File: config.mk
export PLATFORM = sky130hd
export DESIGN_NAME = square_game_ctrl
export DESIGN_NICKNAME = d
export VERILOG_FILES = /design/src/rtl/square_game_ctrl.sv
export SDC_FILE = /design/constraint.sdc
export NUM_CORES = 1
export LEC_CHECK = 0
export CAP_MARGIN = 10
export CORE_MARGIN = 2
export CORE_UTILIZATION = 52
export DETAILED_ROUTE_END_ITERATION = 10
export HOLD_SLACK_MARGIN = 0.15
export PLACE_DENSITY = 0.88
export SLEW_MARGIN = 25
export SYNTH_ARGS = -nofsm -noshare
export SYNTH_HDL_FRONTEND = slang
export SYNTH_SLANG_ARGS = --single-unit
File: constraint.sdc
create_clock -name frame_clk -period 2.8 [get_ports frame_clk]
set_input_delay 0.42 -clock frame_clk [delete_from_list [all_inputs] [get_ports frame_clk]]
set_output_delay 0.42 -clock frame_clk [all_outputs]
set_load 0.03 [all_outputs]
File: src/rtl/square_game_ctrl.sv
// Frame-rate game sequencer: key-edge decode, IDLE/PLAY/PAUSE/OVER FSM, lives, respawn and score.
// All outputs registered (valid the frame after the causing input); no backpressure, one key edge acted on per frame.
module square_game_ctrl #(
  parameter int Y_MAX        = 479,
  parameter int LIVES_INIT   = 3,
  parameter int FLOOR_FRAMES = 4,
  parameter int GRACE_FRAMES = 30,
  parameter int SCORE_PERIOD = 60
) (
  input  logic        frame_clk,
  input  logic        Reset,
  input  logic [7:0]  keycode,
  input  logic [9:0]  X,
  input  logic [9:0]  Y,
  input  logic [9:0]  S,
  output logic        move_en,
  output logic        respawn,
  output logic [1:0]  dir,
  output logic        dir_valid,
  output logic [1:0]  state,
  output logic [2:0]  lives,
  output logic [15:0] score
);
  localparam logic [1:0] ST_IDLE  = 2'd0;
  localparam logic [1:0] ST_PLAY  = 2'd1;
  localparam logic [1:0] ST_PAUSE = 2'd2;
  localparam logic [1:0] ST_OVER  = 2'd3;

  localparam logic [7:0] KEY_SPACE = 8'h2C;
  localparam logic [7:0] KEY_W     = 8'h1A;
  localparam logic [7:0] KEY_A     = 8'h04;
  localparam logic [7:0] KEY_S     = 8'h16;
  localparam logic [7:0] KEY_D     = 8'h07;

  logic [7:0]  prev_key;
  logic [3:0]  floor_cnt, floor_cnt_nxt;
  logic [5:0]  grace_cnt, grace_cnt_nxt;
  logic [7:0]  frame_cnt, frame_cnt_nxt;
  logic [1:0]  state_nxt, dir_nxt;
  logic [2:0]  lives_nxt;
  logic [15:0] score_nxt;
  logic        move_en_nxt, respawn_nxt, dir_valid_nxt;

  logic        key_new, space_edge, dir_key, play_run, contact, life_loss, last_life;
  logic [1:0]  dir_code;
  logic [3:0]  floor_inc;
  logic        unused_x;

  assign unused_x   = ^X;
  assign key_new    = (keycode != prev_key) && (keycode != 8'h00);
  assign space_edge = key_new && (keycode == KEY_SPACE);
  assign contact    = ({1'b0, Y} + {1'b0, S}) >= 11'(Y_MAX);
  // A SPACE edge in PLAY pre-empts everything else that frame.
  assign play_run   = (state == ST_PLAY) && !space_edge;
  assign floor_inc  = floor_cnt + 4'd1;
  assign life_loss  = play_run && (grace_cnt == 6'd0) && contact &&
                      (floor_inc == 4'(FLOOR_FRAMES));
  assign last_life  = (lives == 3'd1);

  always_comb begin
    dir_key  = 1'b1;
    dir_code = 2'd0;
    case (keycode)
      KEY_W:   dir_code = 2'd0;
      KEY_A:   dir_code = 2'd1;
      KEY_S:   dir_code = 2'd2;
      KEY_D:   dir_code = 2'd3;
      default: dir_key  = 1'b0;
    endcase
  end

  always_ff @(posedge frame_clk or negedge Reset) begin
    if (!Reset) begin
      state     <= ST_IDLE;
      prev_key  <= 8'h00;
      floor_cnt <= 4'd0;
      grace_cnt <= 6'd0;
      frame_cnt <= 8'd0;
      lives     <= 3'd0;
      score     <= 16'd0;
      dir       <= 2'd0;
      move_en   <= 1'b0;
      respawn   <= 1'b0;
      dir_valid <= 1'b0;
    end else begin
      state     <= state_nxt;
      prev_key  <= keycode;
      floor_cnt <= floor_cnt_nxt;
      grace_cnt <= grace_cnt_nxt;
      frame_cnt <= frame_cnt_nxt;
      lives     <= lives_nxt;
      score     <= score_nxt;
      dir       <= dir_nxt;
      move_en   <= move_en_nxt;
      respawn   <= respawn_nxt;
      dir_valid <= dir_valid_nxt;
    end
  end

  always_comb begin
    state_nxt = state;
    case (state)
      ST_IDLE:  if (space_edge) state_nxt = ST_PLAY;
      ST_PLAY: begin
        if (space_edge)                  state_nxt = ST_PAUSE;
        else if (life_loss && last_life) state_nxt = ST_OVER;
      end
      ST_PAUSE: if (space_edge) state_nxt = ST_PLAY;
      default:  if (space_edge) state_nxt = ST_IDLE;
    endcase
  end

  always_comb begin
    floor_cnt_nxt = floor_cnt;
    grace_cnt_nxt = grace_cnt;
    frame_cnt_nxt = frame_cnt;
    lives_nxt     = lives;
    score_nxt     = score;
    dir_nxt       = dir;
    respawn_nxt   = 1'b0;
    dir_valid_nxt = 1'b0;
    move_en_nxt   = (state_nxt == ST_PLAY);

    if ((state == ST_IDLE) && space_edge) begin
      lives_nxt     = 3'(LIVES_INIT);
      score_nxt     = 16'd0;
      frame_cnt_nxt = 8'd0;
      floor_cnt_nxt = 4'd0;
      grace_cnt_nxt = 6'(GRACE_FRAMES);
      respawn_nxt   = 1'b1;
    end

    if (play_run) begin
      if (grace_cnt != 6'd0) begin
        grace_cnt_nxt = grace_cnt - 6'd1;
        floor_cnt_nxt = 4'd0;
      end else if (contact) begin
        floor_cnt_nxt = life_loss ? 4'd0 : floor_inc;
      end else begin
        floor_cnt_nxt = 4'd0;
      end

      // Final life goes straight to OVER with no respawn.
      if (life_loss) begin
        lives_nxt = lives - 3'd1;
        if (!last_life) begin
          respawn_nxt   = 1'b1;
          grace_cnt_nxt = 6'(GRACE_FRAMES);
        end
      end

      if (frame_cnt == 8'(SCORE_PERIOD - 1)) begin
        frame_cnt_nxt = 8'd0;
        if (score != 16'hFFFF) score_nxt = score + 16'd1;
      end else begin
        frame_cnt_nxt = frame_cnt + 8'd1;
      end

      if (key_new && dir_key) begin
        dir_nxt       = dir_code;
        dir_valid_nxt = 1'b1;
      end
    end
  end

endmodule

==> results.txt <==
Dividing the detail-routed wire length by the instance count gives 16.10 µm. With fillers left out, the area of the finished cells amounts to 0.004437 mm². The peak fanout along the critical path was 5. The dominant synthesized flop cell is dfrtp_1. The height of the die was 83.91 µm. The master of the slowest instance on the critical path was or4_1. The run finished, with violations left. Number of synthesized flops with an enable pin: 0. Sorting the synthesized cells by area gives the leading types as dfrtp_1, ha_1, o21ai_0.

The library cell used most frequently in the layout, excluding fill and tap cells, is dfrtp_1. In this design, the stage delay of the slowest critical-path cell is 530 ps. The run gives 0.001873 µW as the leakage power summed over all cells. The run gives 8 as the count of TritonRoute iterations in the first routing pass.

The worst setup path is launched from a primary input. For the H-tree depth, the log shows 2. Leaving out fill and tap cells, the most frequent cells in the layout are dfrtp_1, clkdlybuf4s50_1, buf_4. The first-iteration detailed-routing DRC count is 195.

The checks that failed: design-rule violations, negative setup slack. The tightest hold margin is 493.2 ps, and the met3 usage in global routing is 4.748%. The first global-routing pass estimated 14380 µm of wire.

Arrival time at the worst endpoint: 3050 ps. The tools report the root cell of the clock tree as clkbuf_8. The final critical path takes up 100.2% of the cycle.

Most area-hungry cell type in the Yosys netlist: dfrtp_1. The total power per unit cell area works out to 431.4 mW/mm². The most used routing layer is met2. The tools report the buffer depth of the longest clock path as 2. The average footprint of a synthesized cell was 8.903 µm².

The portion of synthesized cell area occupied by the leading cell type was 39.19%. TritonCTS built the clock tree. The worst max-slew margin expressed relative to the limit is 63.75%, and the count of pins on the block boundary is 66. Fill cells in the final layout number 451. Summing the sequential cell areas from Yosys gives 39.19% of the chip area. The logs give 535 for the count of placed standard cells including taps and 0 for the final-report max-slew violation count. The number of antenna violations at the first check in global routing was 0; the total negative slack for setup checks was -5.105 ps. The count of port buffers added during placement is 55.

The TritonCTS sink count was 52. Total global-route track usage: 24.60%. The count of cells in the finished layout, fillers not included, comes to 544. The final antenna diode count was 0; the number of placement rows was 29. The run gives 3317 as the number of global-route vias before repair. The hold violation count in the final report is 0, and the largest clock skew in the final design is 7.711 ps.

For the worst setup path, the data required time is 3050 ps. The die area is 0.007041 mm². In the routed design, unresolved DRC markers number 7. Counting every instance in the synthesized netlist gives 373.

In this run the cell area measured after placement is 0.004217 mm². Residual overflow from global routing: 0. In the final layout, the share of cells above drive strength 1 is 17.13%. The die is 83.91 µm wide.

At the pin with the least slew margin, the transition time is 536.2 ps. The tools report the detailed-route via count as 3283. STA classifies the critical path endpoint as a register.

The run gives 61 as the number of library cell types mapped by synthesis. The critical path goes through clkdlybuf4s50_1 -> ha_4 -> buf_4 -> a21oi_1 -> o21ai_0 -> a221oi_2 -> mux2i_2 -> a41oi_4 -> or4_1 -> a21oi_1. The worst min-delay path class is register to register.

The met1 demand-to-capacity share in global routing is 29.54%, and the synthesis-to-layout area growth is 33.61%. Counting stages on the worst path, the most repeated cell is a21oi_1. The tools report the number of violations of the max-capacitance limit as 0.

The run gives 0.006277 mm² as the placeable core region. The routed design could run at a clock period as short as 2805 ps. The number of warnings printed during yosys synthesis came out at 0.

For the fraction of the core area covered by cells at the end of the flow, the log shows 70.68%. The final HPWL from detailed placement was 6405 µm. The setup-violating endpoint count in the final report is 1.

The total nets after synthesis was 431. The post-route worst setup slack was -5.105 ps; the pin count of the biggest net entering global routing was 23. The family with the most delay on the worst path is compound AO/OA/AOI/OAI gates. The count of state elements after synthesis was 52. After synthesis, the share of flip-flops with an asynchronous set or reset is 100.0%. The area of the mapped netlist came out at 0.003321 mm².

In the routed layout, each cell is associated on average with a via count of 6.035. The logs give 0.8835 for the last weighted congestion value of the routability-driven placer and 5 for the total CTS buffers. Counting both buffers and inverters, the worst setup path holds a total of 2. For this run, global-route usage on met2 was measured as 43.42%.

IR analysis of the VDD net gives a maximum drop of 0.2659 mV. The starting utilization of the core area was 52.90%. The clock-pin slew on the worst setup and hold paths is 90 ps. Derived from the worst setup path, the maximum achievable clock frequency is 356.5 MHz. The detail route stage leaves a number of antenna-violating nets equal to 0.

Final wirelength: 8759 µm. Clock latency on the worst-skew pair, taken at its later pin, is 310 ps. The worst setup path category was primary input to register. The final layout contains 525 nets.
metal layers:
metal  share of wire (%)  vias to the layer above
met5                   0                        -
met4                 3.7                        0
met3                 5.6                       37
met2                  49                      118
met1                  42                     1589
li1                    -                     1539
worst paths after layout:
| check | startpoint | to | slack [ps] | cells after the start |
|---|---|---|---|---|
| min in group asynchronous | Reset | floor_cnt[3] | 550 | 2 |
| min | frame_cnt[5] | frame_cnt[5] | 490 | 1 |
| max in group asynchronous | Reset | move_en | 1630 | 3 |
| min reg2reg | frame_cnt[5] | frame_cnt[5] | 490 | 1 |
| max reg2reg | score[0] | score[3] | 360 | 8 |
| max | S[2] | lives[2] | -5 | 10 |
sequential cells by signal (all words and copies together) (netlist names):
name,count
lives,3
grace_cnt,6
floor_cnt,4
move_en,1
dir,2
frame_cnt,8
respawn,1
prev_key,8
dir_valid,1
state,2
score,16
what timing repair did:
action / CTS / global route
pin swaps: 0 / 12
hold buffers: 1 / 0
setup endpoints to repair: 5 / 14
buffers inserted: 0 / 1
hold endpoints to repair: 14 / 0
resized for setup: 1 / 23
area by class of cell:
| class | count | area (µm²) | share of cell area (%) |
|---|---|---|---|
| clock inverter | 2 | 16.27 | 0.3666 |
| tap | 77 | 96.34 | 2.171 |
| sequential | 52 | 1301 | 29.33 |
| clock buffer | 5 | 68.82 | 1.551 |
| timing repair buffer | 99 | 893.4 | 20.14 |
| inverter | 17 | 63.81 | 1.438 |
| multi-input combinational | 292 | 1997 | 45.01 |
through the flow:
step	power, µW	setup slack (ps)
finish	1914	-5.105
floorplan	1219	215.8
global route	2016	-63.92
CTS	1876	-9.557
global placement	1410	-273.8
detailed placement	1446	-422.9
cells in the mapped netlist (all sizes together) (9+ instances only):
cell and number:
nor2 28, a21oi 16, ha 17, o21ai 44, dfrtp 52, inv 17, nor2b 9, xnor2 13
nand2 29, o31ai 10, nand2b 9, nand3 22
kinds of logic after synthesis:
kind of cell	after synthesis	share of synthesized area, %
AND/OR/NAND/NOR	147	23.40
AO/OA/AOI/OAI	101	19.48
flip-flops	52	39.19
buffers and inverters	29	3.768
XOR/XNOR	20	5.275
adder cells (fa/ha/maj)	18	7.008
multiplexers	6	1.884
report_power, final:
group | switching, µW | leakage, µW | total, µW | internal (µW)
Sequential | 67.1 | 0.000689 | 883 | 816
Clock | 258 | 0.0000406 | 433 | 175
Combinational | 308 | 0.00114 | 598 | 289
Total | 634 | 0.00187 | 1910 | 1280
Note: power is estimated with default switching activity, not from simulation.
